<file path="src/rtl/wb_port_writer.sv">
// Register-file write-back port: merges never-stalled pipeline results with FIFO-buffered
// long-latency results and kills stale queued writes. Optional macro: WB_AUX_BYPASS_EN.
module wb_port_writer #(
  parameter int DEPTH = 4
) (
  input  logic                     clk,
  input  logic                     rst,
  input  logic                     pipe_we,
  input  logic [4:0]               pipe_waddr,
  input  logic [31:0]              pipe_wdata,
  input  logic                     aux_valid,
  output logic                     aux_ready,
  input  logic [4:0]               aux_waddr,
  input  logic [31:0]              aux_wdata,
  output logic                     we,
  output logic [4:0]               waddr,
  output logic [31:0]              wdata,
  input  logic [4:0]               chk_addr1,
  input  logic [4:0]               chk_addr2,
  output logic                     chk_hit1,
  output logic                     chk_hit2,
  output logic [$clog2(DEPTH):0]   count
);
  localparam int PW = $clog2(DEPTH);
  localparam int CW = PW + 1;

  logic [DEPTH-1:0]        live;
  logic [DEPTH-1:0][4:0]   addr_q;
  logic [DEPTH-1:0][31:0]  data_q;
  logic [PW-1:0]           head, tail;
  logic [CW-1:0]           cnt;

  logic pipe_acc, push, enq, pop, bypass;

  assign pipe_acc  = pipe_we && (pipe_waddr != 5'd0);
  assign aux_ready = rst && (cnt < CW'(DEPTH));
  // Transfers to $0 complete the handshake but never occupy an entry.
  assign push      = aux_valid && aux_ready && (aux_waddr != 5'd0);
  assign pop       = !pipe_acc && (cnt != '0);
`ifdef WB_AUX_BYPASS_EN
  assign bypass    = push && (cnt == '0) && !pipe_acc;
`else
  assign bypass    = 1'b0;
`endif
  assign enq       = push && !bypass;
  assign count     = cnt;

  // Entry state: enqueue wins over kill so a same-cycle aux write to R survives.
  // Popped entries drop live, so live alone marks an occupied, unkilled entry.
  always_ff @(posedge clk or negedge rst) begin
    if (!rst) begin
      live   <= '0;
      addr_q <= '0;
      data_q <= '0;
    end else begin
      for (int i = 0; i < DEPTH; i++) begin
        if (enq && tail == PW'(i)) begin
          live[i]   <= 1'b1;
          addr_q[i] <= aux_waddr;
          data_q[i] <= aux_wdata;
        end else if ((pop && head == PW'(i)) ||
                     (pipe_acc && addr_q[i] == pipe_waddr)) begin
          live[i] <= 1'b0;
        end
      end
    end
  end

  always_ff @(posedge clk or negedge rst) begin
    if (!rst) begin
      head <= '0;
      tail <= '0;
      cnt  <= '0;
    end else begin
      if (enq) tail <= tail + 1'b1;
      if (pop) head <= head + 1'b1;
      case ({enq, pop})
        2'b10:   cnt <= cnt + 1'b1;
        2'b01:   cnt <= cnt - 1'b1;
        default: cnt <= cnt;
      endcase
    end
  end

  // Output register; killed pops and idle cycles hold the last address/data.
  always_ff @(posedge clk or negedge rst) begin
    if (!rst) begin
      we    <= 1'b0;
      waddr <= '0;
      wdata <= '0;
    end else if (pipe_acc) begin
      we    <= 1'b1;
      waddr <= pipe_waddr;
      wdata <= pipe_wdata;
    end else if (pop) begin
      we <= live[head];
      if (live[head]) begin
        waddr <= addr_q[head];
        wdata <= data_q[head];
      end
    end else if (bypass) begin
      we    <= 1'b1;
      waddr <= aux_waddr;
      wdata <= aux_wdata;
    end else begin
      we <= 1'b0;
    end
  end

  always_comb begin
    chk_hit1 = 1'b0;
    chk_hit2 = 1'b0;
    for (int i = 0; i < DEPTH; i++) begin
      if (live[i] && addr_q[i] == chk_addr1) chk_hit1 = 1'b1;
      if (live[i] && addr_q[i] == chk_addr2) chk_hit2 = 1'b1;
    end
    if (chk_addr1 == 5'd0) chk_hit1 = 1'b0;
    if (chk_addr2 == 5'd0) chk_hit2 = 1'b0;
  end
endmodule

</file>
<file path="config.mk">
export PLATFORM = sky130hd
export DESIGN_NAME = wb_port_writer
export DESIGN_NICKNAME = d
export VERILOG_FILES = /design/src/rtl/wb_port_writer.sv
export SDC_FILE = /design/constraint.sdc
export NUM_CORES = 1
export LEC_CHECK = 0
export ABC_CLOCK_PERIOD_IN_PS = 2700
export CAP_MARGIN = 20
export CORE_ASPECT_RATIO = 1.2
export CORE_UTILIZATION = 39
export DETAILED_ROUTE_END_ITERATION = 10
export GPL_ROUTABILITY_DRIVEN = 0
export PLACE_DENSITY = 0.59
export SLEW_MARGIN = 20
export SYNTH_ARGS = -nofsm -noshare
export SYNTH_HDL_FRONTEND = slang
export SYNTH_SLANG_ARGS = --single-unit
</file>
<file path="constraint.sdc">
create_clock -name clk -period 2.7 [get_ports clk]
set_input_delay 0.405 -clock clk [delete_from_list [all_inputs] [get_ports clk]]
set_output_delay 0.405 -clock clk [all_outputs]
set_load 0.05 [all_outputs]
</file>
==> run_results.csv <==
group,metric,value,unit
die,die-area,24900,um^2
sta,worstMarginPinSlew,928,ps
worst_setup_path,crit_type,"primary input to output port",
sta,slew_headroom,38.1,%
finish,drive_gt1_share,31.7,%
clock_network,cts_made_buffers,17,
finish,final_nets,919,
clock_network,clkTransAtPathRegs,70,ps
global_routing,antenna_found_initial,1,
clock_network,worstSkewPairLatency,440,ps
clock_network,tritoncts,"done",
pwr,p_sw_share,37.6,%
global_routing,grt_pass1_vias,6851,
sta,setup_ws,228,ps
finish,final_core_util,49.9,%
die,num_rows,62,
worst_setup_path,crit_path_end_kind,"output port",
sta,finClkSkew,9.21,ps
placement,pre_cts_slack,-157,ps
pwr,power.density,1180,nW/um^2
sta,setup-violations-final,0,
clock_network,holdBufCountCts,0,
logic_synthesis,synth-edff-count,0,
route,drc,0,
route,first_pass_iters,4,
die,io_pins,132,
finish,final_common_cell,"dfrtp_1",
die,coreArea,23900,um^2
logic_synthesis,synth_area_leaders,"dfrtp_1 52%, mux2_2 18%, mux4_2 9.0%",
worst_setup_path,worstPathArrival,2070,ps
route,vias,5951,
sta,whs,223,ps
logic_synthesis,postSynthAreaPerCell,13.7,um^2
logic_synthesis,synth_top_area_cell,"dfrtp_1",
worst_setup_path,cp-startpoint,"chk_addr2[0]",
die,chipHeight,173,um
logic_synthesis,postSynthCellCount,691,
route,wl_per_cell,19.6,um
sta,period_needed,2470,ps
logic_synthesis,synth-seq-area-share,52.1,%
placement,hpwl,15600,um
route,vias_per_cell,5.15,
route,ant_nets,0,
logic_synthesis,synthFlopType,"dfrtp_1",
pwr,p_leak,5.14,nW
clock_network,htree_levels,4,
clock_network,cts.path.max_buffers,2,
finish,fill_cells,2144,
pwr,pwr-share-seq,38.5,%
worst_setup_path,cp_max_fo,5,
route,drt_wl_total,22700,um
logic_synthesis,synth.net_count,789,
global_routing,grt-ovfl-total,0,
die,start_util,39.6,%
finish,mostFrequentLayoutCells,"195 x dfrtp_1, 148 x mux2_2, 127 x clkdlybuf4s50_1",
sta,fin_crit_sh,91.6,%
pwr,p_int,0.00879,W
worst_setup_path,worstPathRequired,2300,ps
global_routing,grt_max_degree,71,
sta,max_freq,404,MHz
sta,rsz0062_at_grt,"no",
logic_synthesis,syn_area,9470,um^2
logic_synthesis,yosysWarnings,0,
clock_network,cts_post_setup_buffers_inserted,0,
clock_network,cts.sinks,197,
clock_network,ctsResizeCount,0,
pwr,clockPowerShare,17.4,%
logic_synthesis,ys_async_sr_fraction,100,%
worst_setup_path,worstReg2RegStart,"count[1]$_DFFE_PN0P_",
placement,numPortBuffers,131,
pwr,power_frac_comb,44.1,%
logic_synthesis,synth.distinct_cells,35,
finish,area_growth,25.9,%
pwr,ir_drop,0.560,mV
logic_synthesis,netlist.area_leader.share,52.1,%
global_routing,grt_usage,19.7,%
sta,maxSlewViolCount,0,
clock_network,cts_root_buf,"clkbuf_16",
pwr,p_sw,0.00530,W
worst_setup_path,critical_path.startpoint_type,"primary input",
sta,final_hold_viol_count,0,
run_status,status,"finished clean",
route,drt-initial-drc-count,376,
hold_path,hold_class,"primary input to asynchronous set/reset pin",
job,drv_cap,0,
die,die_x,144,um
logic_synthesis,yosys_register_bits,197,
global_routing,grt_first_pass_wirelength,37000,um
==> worst paths after layout <==
kind / to / slack [ps] / cells after the start
min reg2reg: wdata[7]$_DFFE_PN0P_ / 480 / 2
max reg2reg: count[1]$_DFFE_PN0P_ / 610 / 6
min: count[0]$_DFFE_PN0P_ / 220 / 2
min in group clk: wdata[7]$_DFFE_PN0P_ / 480 / 2
max in group asynchronous: data_q[117]$_DFFE_PN0P_ / 1020 / 3
max: chk_hit2 / 230 / 7
==> layout make-up <==
class | count | area (um^2) | share of cell area, %
Antenna cell | 1 | 2.50 | 0.0210
Clock buffer | 18 | 429 | 3.60
Clock inverter | 14 | 134 | 1.12
Inverter | 12 | 45.0 | 0.378
Multi-Input combinational cell | 430 | 4270 | 35.8
Sequential cell | 197 | 4930 | 41.4
Tap cell | 320 | 400 | 3.36
Timing Repair Buffer | 163 | 1710 | 14.3
==> metrics by stage <==
step	instance area (um^2)	power (W)	instances	TNS, ps
after floorplan	9470	0.00972	691	0
after global placement	11400	0.0115	1122	-2210
after detailed placement	11400	0.0118	1122	-3000
after CTS	11900	0.0143	1154	0
after global routing	11900	0.0150	1154	0
final	11900	0.0141	1155	0
==> synthesized netlist by cell type (9+ instances only) <==
cell,count
o21ai_1,24
xor2_1,42
ha_1,9
inv_1,12
dfrtp_1,197
xnor2_1,23
mux2_2,148
nand3_1,12
clkbuf_1,23
mux4_2,38
mux2i_1,34
o21ai_0,18
nand2_1,42
buf_2,17
==> power groups by stage <==
stage / clock network, W / registers (W) / logic (W)
2_1_floorplan: 0 / 0.00616 / 0.00356
3_3_place_gp: 0 / 0.00536 / 0.00615
3_5_place_dp: 0 / 0.00549 / 0.00631
4_1_cts: 0.00253 / 0.00544 / 0.00633
5_1_grt: 0.00265 / 0.00562 / 0.00671
6_report: 0.00245 / 0.00543 / 0.00622
==> registers in the layout, indices dropped and copies added (netlist names) <==
name	count
addr_q	20
count	3
data_q	128
head	2
live	4
tail	2
waddr	5
wdata	32
we	1
==> worst max-delay path, stage by stage <==
cell,delay (ps)
clkdlybuf4s50_1,580
xor2_1,220
nor4_1,290
nand3_1,120
nand4_1,130
o21a_1,180
buf_12,140
==> layer usage <==
layer / part of all wire, % / global-route usage, % / vias to the layer above / routed length (um)
li1: - / - / 2722 / -
met1: 42 / 24.6 / 3069 / 9580
met2: 52 / 33.9 / 132 / 11700
met3: 4.6 / 4.07 / 28 / 1050
met4: 1.6 / 6.18 / 0 / 363
met5: 0 / 0 / - / 0
==> kinds of logic after synthesis <==
group / count (synthesis) / share of synthesized area [%]
buf+inv: 64 / 2.97
xor+xnor: 65 / 6.01
mux: 220 / 30.2
flops: 197 / 52.1
compound gates: 55 / 3.36
simple gates: 80 / 3.98
fa+ha+maj: 10 / 1.40
Note: power is estimated with default switching activity, not from simulation.
